`config.mk`:
```
export PLATFORM = sky130hd
export DESIGN_NAME = bram_port_arbiter
export DESIGN_NICKNAME = d
export VERILOG_FILES = /design/src/rtl/ot_mem_pkg.sv /design/src/rtl/rr_arbiter.sv /design/src/rtl/bram_port_arbiter.sv
export SDC_FILE = /design/constraint.sdc
export NUM_CORES = 1
export LEC_CHECK = 0
export CAP_MARGIN = 10
export CELL_PAD_IN_SITES_DETAIL_PLACEMENT = 0
export CELL_PAD_IN_SITES_GLOBAL_PLACEMENT = 1
export CORE_AREA = 3 3 366 368
export CTS_CLUSTER_DIAMETER = 100
export DETAILED_ROUTE_END_ITERATION = 8
export DIE_AREA = 0 0 369 371
export PLACE_DENSITY_LB_ADDON = 0.1
export SLEW_MARGIN = 15
export SYNTH_ARGS = -nofsm -noshare
export SYNTH_HDL_FRONTEND = slang
export SYNTH_SLANG_ARGS = --single-unit
```
`constraint.sdc`:
```
create_clock -name clk -period 3.6 [get_ports clk]
set_input_delay 0.72 -clock clk [delete_from_list [all_inputs] [get_ports clk]]
set_output_delay 0.72 -clock clk [all_outputs]
set_load 0.03 [all_outputs]
```
`src/rtl/ot_mem_pkg.sv`:
```
// ot_mem_pkg: shared types and constants for the OT accelerator buffer-RAM
// arbiter.
//   state_t      - arbiter state (zero-fill, then normal operation)
//   DEF_*        - default geometry for the buffer RAM and requester count
//   req_idx_w()  - width of a requester index (at least 1 bit)
package ot_mem_pkg;

  typedef enum logic {
    ST_INIT = 1'b0,
    ST_RUN  = 1'b1
  } state_t;

  localparam int DEF_DATA_WIDTH = 128;
  localparam int DEF_ADDR_WIDTH = 6;
  localparam int DEF_NUM_REQ    = 4;

  function automatic int req_idx_w(input int num_req);
    return (num_req <= 2) ? 1 : $clog2(num_req);
  endfunction

  localparam int REQ_IDX_W = req_idx_w(DEF_NUM_REQ);

endpackage

```
`src/rtl/rr_arbiter.sv`:
```
// rr_arbiter: round-robin arbiter with an internal priority pointer.
//   clk, rst   - clock, asynchronous active-high reset (pointer -> 0)
//   req        - request vector
//   en         - arbitration enable; no grant while low
//   grant      - one-hot grant (zero when nothing granted)
//   grant_idx  - index of the granted requester
//   grant_vld  - a grant was issued this cycle
// The first requester at index >= ptr wins, wrapping around. The pointer
// moves to one past the winner, and only when a grant is issued.
module rr_arbiter #(
  parameter int NUM_REQ = 4,
  parameter int IDX_W   = 2
) (
  input  logic               clk,
  input  logic               rst,
  input  logic [NUM_REQ-1:0] req,
  input  logic               en,
  output logic [NUM_REQ-1:0] grant,
  output logic [IDX_W-1:0]   grant_idx,
  output logic               grant_vld
);

  logic [IDX_W-1:0] ptr;

  always_comb begin
    int               j;
    logic [IDX_W-1:0] jj;
    grant     = '0;
    grant_idx = '0;
    grant_vld = 1'b0;
    j         = 0;
    jj        = '0;
    if (en) begin
      for (int k = 0; k < NUM_REQ; k++) begin
        // Scan ptr, ptr+1, ... modulo NUM_REQ. The first hit sticks.
        j = int'(ptr) + k;
        if (j >= NUM_REQ) j = j - NUM_REQ;
        jj = IDX_W'(j);
        if (!grant_vld && req[jj]) begin
          grant_vld = 1'b1;
          grant_idx = jj;
          grant[jj] = 1'b1;
        end
      end
    end
  end

  always_ff @(posedge clk or posedge rst) begin
    if (rst) begin
      ptr <= '0;
    end else if (grant_vld) begin
      ptr <= (int'(grant_idx) == NUM_REQ - 1) ? '0 : grant_idx + 1'b1;
    end
  end

endmodule

```
`src/rtl/bram_port_arbiter.sv`:
```
// bram_port_arbiter: shares one simple dual-port block RAM (one write port,
// one read port) between NUM_REQ requesters.
//   clk, rst        - clock, asynchronous active-high reset
//   req_*           - per-requester valid / write-select / address / wdata
//   req_ready       - request accepted this cycle (combinational)
//   rsp_valid       - one-hot read-response strobe, one cycle after grant
//   rsp_rdata       - shared read data (passthrough of mem_data_out)
//   init_done       - zero-fill finished; stays high until reset
//   mem_*           - direct drive of the RAM ports. mem_data_out is the
//                     registered RAM output, valid the cycle after mem_rd_en.
// After reset the whole RAM is zero-filled, one word per cycle. After that,
// writes and reads are arbitrated independently, each by its own round-robin
// arbiter. A write grant and a read grant can therefore go to two different
// requesters in the same cycle.
module bram_port_arbiter
  import ot_mem_pkg::*;
#(
  parameter int DATA_WIDTH = DEF_DATA_WIDTH,
  parameter int ADDR_WIDTH = DEF_ADDR_WIDTH,
  parameter int NUM_REQ    = DEF_NUM_REQ
) (
  input  logic                                clk,
  input  logic                                rst,
  input  logic [NUM_REQ-1:0]                  req_valid,
  input  logic [NUM_REQ-1:0]                  req_we,
  input  logic [NUM_REQ-1:0][ADDR_WIDTH-1:0]  req_addr,
  input  logic [NUM_REQ-1:0][DATA_WIDTH-1:0]  req_wdata,
  output logic [NUM_REQ-1:0]                  req_ready,
  output logic [NUM_REQ-1:0]                  rsp_valid,
  output logic [DATA_WIDTH-1:0]               rsp_rdata,
  output logic                                init_done,
  output logic                                mem_wr_en,
  output logic [ADDR_WIDTH-1:0]               mem_write_addr,
  output logic [DATA_WIDTH-1:0]               mem_data_in,
  output logic                                mem_rd_en,
  output logic [ADDR_WIDTH-1:0]               mem_read_addr,
  input  logic [DATA_WIDTH-1:0]               mem_data_out
);

  localparam int IDX_W = req_idx_w(NUM_REQ);

  state_t                  state;
  logic [ADDR_WIDTH-1:0]   fill_addr;
  logic                    run;

  logic [NUM_REQ-1:0]      wr_grant, rd_grant;
  logic [IDX_W-1:0]        wr_idx, rd_idx;
  logic                    wr_vld, rd_vld;

  logic                    rsp_pend;
  logic [IDX_W-1:0]        rsp_id;

  assign run = (state == ST_RUN);

  rr_arbiter #(.NUM_REQ(NUM_REQ), .IDX_W(IDX_W)) u_wr_arb (
    .clk       (clk),
    .rst       (rst),
    .req       (req_valid & req_we),
    .en        (run),
    .grant     (wr_grant),
    .grant_idx (wr_idx),
    .grant_vld (wr_vld)
  );

  rr_arbiter #(.NUM_REQ(NUM_REQ), .IDX_W(IDX_W)) u_rd_arb (
    .clk       (clk),
    .rst       (rst),
    .req       (req_valid & ~req_we),
    .en        (run),
    .grant     (rd_grant),
    .grant_idx (rd_idx),
    .grant_vld (rd_vld)
  );

  // Zero-fill sequencer. init_done is set on the edge that writes the last
  // address, together with the move to RUN.
  always_ff @(posedge clk or posedge rst) begin
    if (rst) begin
      state     <= ST_INIT;
      fill_addr <= '0;
      init_done <= 1'b0;
    end else begin
      case (state)
        ST_INIT: begin
          fill_addr <= fill_addr + 1'b1;
          if (&fill_addr) begin
            state     <= ST_RUN;
            init_done <= 1'b1;
          end
        end
        default: state <= ST_RUN;
      endcase
    end
  end

  // The read-grant id is carried one cycle to line up with the RAM's
  // registered output. Reset drops any response still in flight.
  always_ff @(posedge clk or posedge rst) begin
    if (rst) begin
      rsp_pend <= 1'b0;
      rsp_id   <= '0;
    end else begin
      rsp_pend <= rd_vld;
      if (rd_vld) rsp_id <= rd_idx;
    end
  end

  // RAM port drive. The fill write is gated by rst so that the RAM sees no
  // write enable while reset is held.
  always_comb begin
    mem_wr_en      = 1'b0;
    mem_write_addr = '0;
    mem_data_in    = '0;
    mem_rd_en      = 1'b0;
    mem_read_addr  = '0;
    if (!rst && state == ST_INIT) begin
      mem_wr_en      = 1'b1;
      mem_write_addr = fill_addr;
    end else if (wr_vld) begin
      mem_wr_en      = 1'b1;
      mem_write_addr = req_addr[wr_idx];
      mem_data_in    = req_wdata[wr_idx];
    end
    if (rd_vld) begin
      mem_rd_en     = 1'b1;
      mem_read_addr = req_addr[rd_idx];
    end
  end

  // The write and read candidate sets are disjoint (split on req_we), so OR
  // of the two grants stays at most one bit per requester.
  assign req_ready = wr_grant | rd_grant;

  always_comb begin
    rsp_valid = '0;
    if (rsp_pend) rsp_valid[rsp_id] = 1'b1;
  end

  assign rsp_rdata = mem_data_out;

endmodule

```
==> results.json, run 1 <==
{
  "ir_worst_vdd_v": 0.000106,
  "dp_cells": 3228,
  "vias_per_cell": 2.94,
  "min_period_over_period": 1.04,
  "pin_count": 953,
  "grtUsageTotal": 0.101,
  "worst_pin_slew_ns": 0.641,
  "critPathCaptureType": "primary output",
  "hold_depth": 1,
  "ys.flop_type": "dfrtp_1",
  "postLayoutCellArea_um2": 20800,
  "max_freq_ghz": 0.268,
  "cp_max_fo": 8,
  "h-tree-depth": 1,
  "root_buffer": "clkbuf_16",
  "post_dp_cell_area_um2": 16200,
  "hold_path_class": "reg -> reg",
  "synthTopCellsByArea": "mux2i_1 (42%), buf_4 (17%), o22ai_1 (12%)",
  "rows": 133,
  "coreArea_um2": 131000,
  "firstDrtPassIters": 4,
  "p_sw_mw": 0.443,
  "initialDrtViolationCount": 306,
  "grt_pass1_wl_mm": 95.0,
  "power.leakage_nw": 6.72,
  "cp-start-kind": "primary input",
  "synth_common_cells": "mux2i_1 (281), buf_4 (150), o22ai_1 (134)",
  "slowest_delay_ns": 0.40,
  "wl_per_cell_um": 22.9,
  "synth_top_cell_area_share": 0.416,
  "fin_nets": 2241,
  "arrival_ns": 3.01,
  "gp_congestion": 0.811,
  "finalNonFillerCells": 3319,
  "gr-total-overflow": 0,
  "die_h_um": 371,
  "cts_buffer_depth": 2,
  "hold_viol_final": 0,
  "finalSetupViolCount": 99,
  "synth_seq_cells": 15,
  "avgSynthCellArea_um2": 8.28,
  "reg2reg_from": "u_rd_arb.ptr[0]",
  "crit_path_top_delay_cell": "mux2_4",
  "path_class": "in -> out",
  "fin_ws_ns": -0.127,
  "routed_wl_mm": 75.9,
  "violations": "setup timing",
  "slew_violations": 0,
  "p_clk_frac": 0.148,
  "synthDistinctLibCells": 57,
  "clock_sinks": 15,
  "cap_violations": 0,
  "min_delay_worst_endpoint": "init_done",
  "async_reset_ff_frac": 1.00,
  "rsz0062_at_grt": "yes",
  "synth_most_common_cell": "mux2i_1",
  "worstPathBufferInverterCount": 5,
  "cts_tree": "done",
  "antenna_found_initial": 28,
  "pwr-share-comb": 0.738,
  "die_w_um": 369,
  "area_growth_pct": 208,
  "hp-start": "init_done",
  "synth_edf_count": 0,
  "r2r_cells": 13,
  "pwr-share-seq": 0.114,
  "netlist_instances": 817,
  "cts_buffers": 3,
  "grt_pass1_vias": 10598,
  "regToRegSetupSlack_ns": 1.21,
  "syn-cell-area_um2": 6760,
  "clock_skew_ns": 0.00297,
  "cts.clk_slew.worst_paths_ns": 0.05,
  "die_area_um2": 137000,
  "ys_seq_area_frac": 0.0555,
  "crit_chain": "buf_2 > buf_4 > nand4b_1 > nand4_1 > mux2_4 > xnor2_4 > or2_4 > buf_12 > buf_4 > o22ai_1 > buf_12",
  "worstReg2RegEnd": "u_rd_arb.ptr[1]",
  "ant_nets": 0,
  "grt_max_degree": 19,
  "port_buffers": 696,
  "p_int_mw": 1.04,
  "drc": 0,
  "critPathTopFamily": "buffers and inverters",
  "utilization": 0.159,
  "drive_above_1_share": 0.438,
  "powerDensity_nw_per_um2": 71.5,
  "status": "finished, violations left",
  "synth_warnings": 0,
  "yosysTopAreaCell": "mux2i_1",
  "initial_utilization": 0.0516,
  "worst_ep_required_time_ns": 2.88,
  "hpwl_mm": 62.0,
  "tns_ns": -5.64,
  "clk_latency_ns": 0.24,
  "vias": 9752,
  "syn_nets": 1508,
  "worst_hold_slack_ns": 0.486,
  "p_sw_frac": 0.298,
  "period_needed_ns": 3.73,
  "slew_headroom": 0.572
}
worst max-delay path by stage:
stage                    start               to  slack [ns]  depth (start not counted)
2_1_floorplan  u_wr_arb.ptr[1]  mem_data_in[10]       -0.19                         11
3_3_place_gp         req_we[3]  mem_data_in[87]       -0.74                         12
3_5_place_dp         req_we[0]  mem_data_in[87]       -0.71                         11
4_1_cts        u_wr_arb.ptr[0]  mem_data_in[97]       -0.18                         12
5_1_grt        u_wr_arb.ptr[0]  mem_data_in[97]       -0.22                         12
6_report             req_we[3]  mem_data_in[80]       -0.13                         11
metrics by stage:
stage               total power [mW]  setup WS, ns
floorplan                      0.615        -0.186
global placement                1.09        -0.737
detailed placement              1.09        -0.709
CTS                             1.40        -0.182
global route                    1.57        -0.222
finish                          1.49        -0.127
cell families (layout without fill, tap and decap cells):
| logic type | count (synthesis) | count (layout) | synth area share |
|---|---|---|---|
| xor+xnor | 8 | 8 | 0.0131 |
| fa+ha+maj | 17 | 17 | 0.0315 |
| simple gates | 95 | 95 | 0.0766 |
| other cells | 0 | 15 | 0 |
| buf+inv | 202 | 934 | 0.207 |
| flops | 15 | 15 | 0.0555 |
| mux | 284 | 284 | 0.423 |
| compound gates | 196 | 196 | 0.194 |
power groups by stage:
| stage | clock, mW | sequential [mW] | combinational, mW |
|---|---|---|---|
| after floorplan | 0 | 0.172 | 0.443 |
| after global placement | 0 | 0.172 | 0.917 |
| after detailed placement | 0 | 0.172 | 0.915 |
| after CTS | 0.229 | 0.169 | 1.00 |
| after global routing | 0.239 | 0.169 | 1.16 |
| final | 0.220 | 0.169 | 1.10 |
state kept, by name, summed over array words and instances, names as in the netlist:
signal,count
rsp_pend,1
u_rd_arb.ptr,2
init_done,1
fill_addr,6
rsp_id,2
run,1
u_wr_arb.ptr,2
cell usage in the layout (no fill, tap or decap), types with 15 or more instances in the layout:
cell / instances
mux2i_4: 60
o22ai_1: 15
clkdlybuf4s50_1: 542
mux2i_2: 80
o22ai_2: 20
mux2i_1: 141
buf_6: 120
nand2_1: 23
buf_8: 15
diode_2: 15
buf_12: 78
buf_4: 127
dfrtp_1: 15
buf_16: 19
o22ai_4: 99
ha_1: 15
area by class of cell:
cell class	instances	area (um2)
multi-input cells	600	7670
inverters	8	30.0
fillers	14804	110000
repair buffers	922	10400
clock buffers	4	78.8
flip-flops and latches	15	375
diodes	15	37.5
well taps	1755	2200
metal layers:
metal	wire, um	GRT usage	up-vias	part of all wire
met3	6570	0.0384	65	0.087
met1	28200	0.108	4670	0.37
met5	43	0	-	0.00057
met4	1260	0.0180	8	0.017
li1	-	-	4527	-
met2	39800	0.188	482	0.52
what timing repair did:
action,4_1_cts,5_1_grt
gates cloned,16,11
pin swaps,26,81
setup endpoints to repair,144,142
setup buffers,36,20
hold buffers,0,0
gates resized for setup,385,303
Power figures use the tool's default switching activity.
==> run 2: changes to the inputs <==
--- a/config.mk
+++ b/config.mk
@@ -12,6 +12,7 @@
 export CTS_CLUSTER_DIAMETER = 100
 export DETAILED_ROUTE_END_ITERATION = 8
 export DIE_AREA = 0 0 369 371
+export GPL_ROUTABILITY_DRIVEN = 0
 export PLACE_DENSITY_LB_ADDON = 0.1
 export SLEW_MARGIN = 15
 export SYNTH_ARGS = -nofsm -noshare
==> results of run 2 <==
Same layout as run 1: the final DEF is identical, and so are final timing and power.
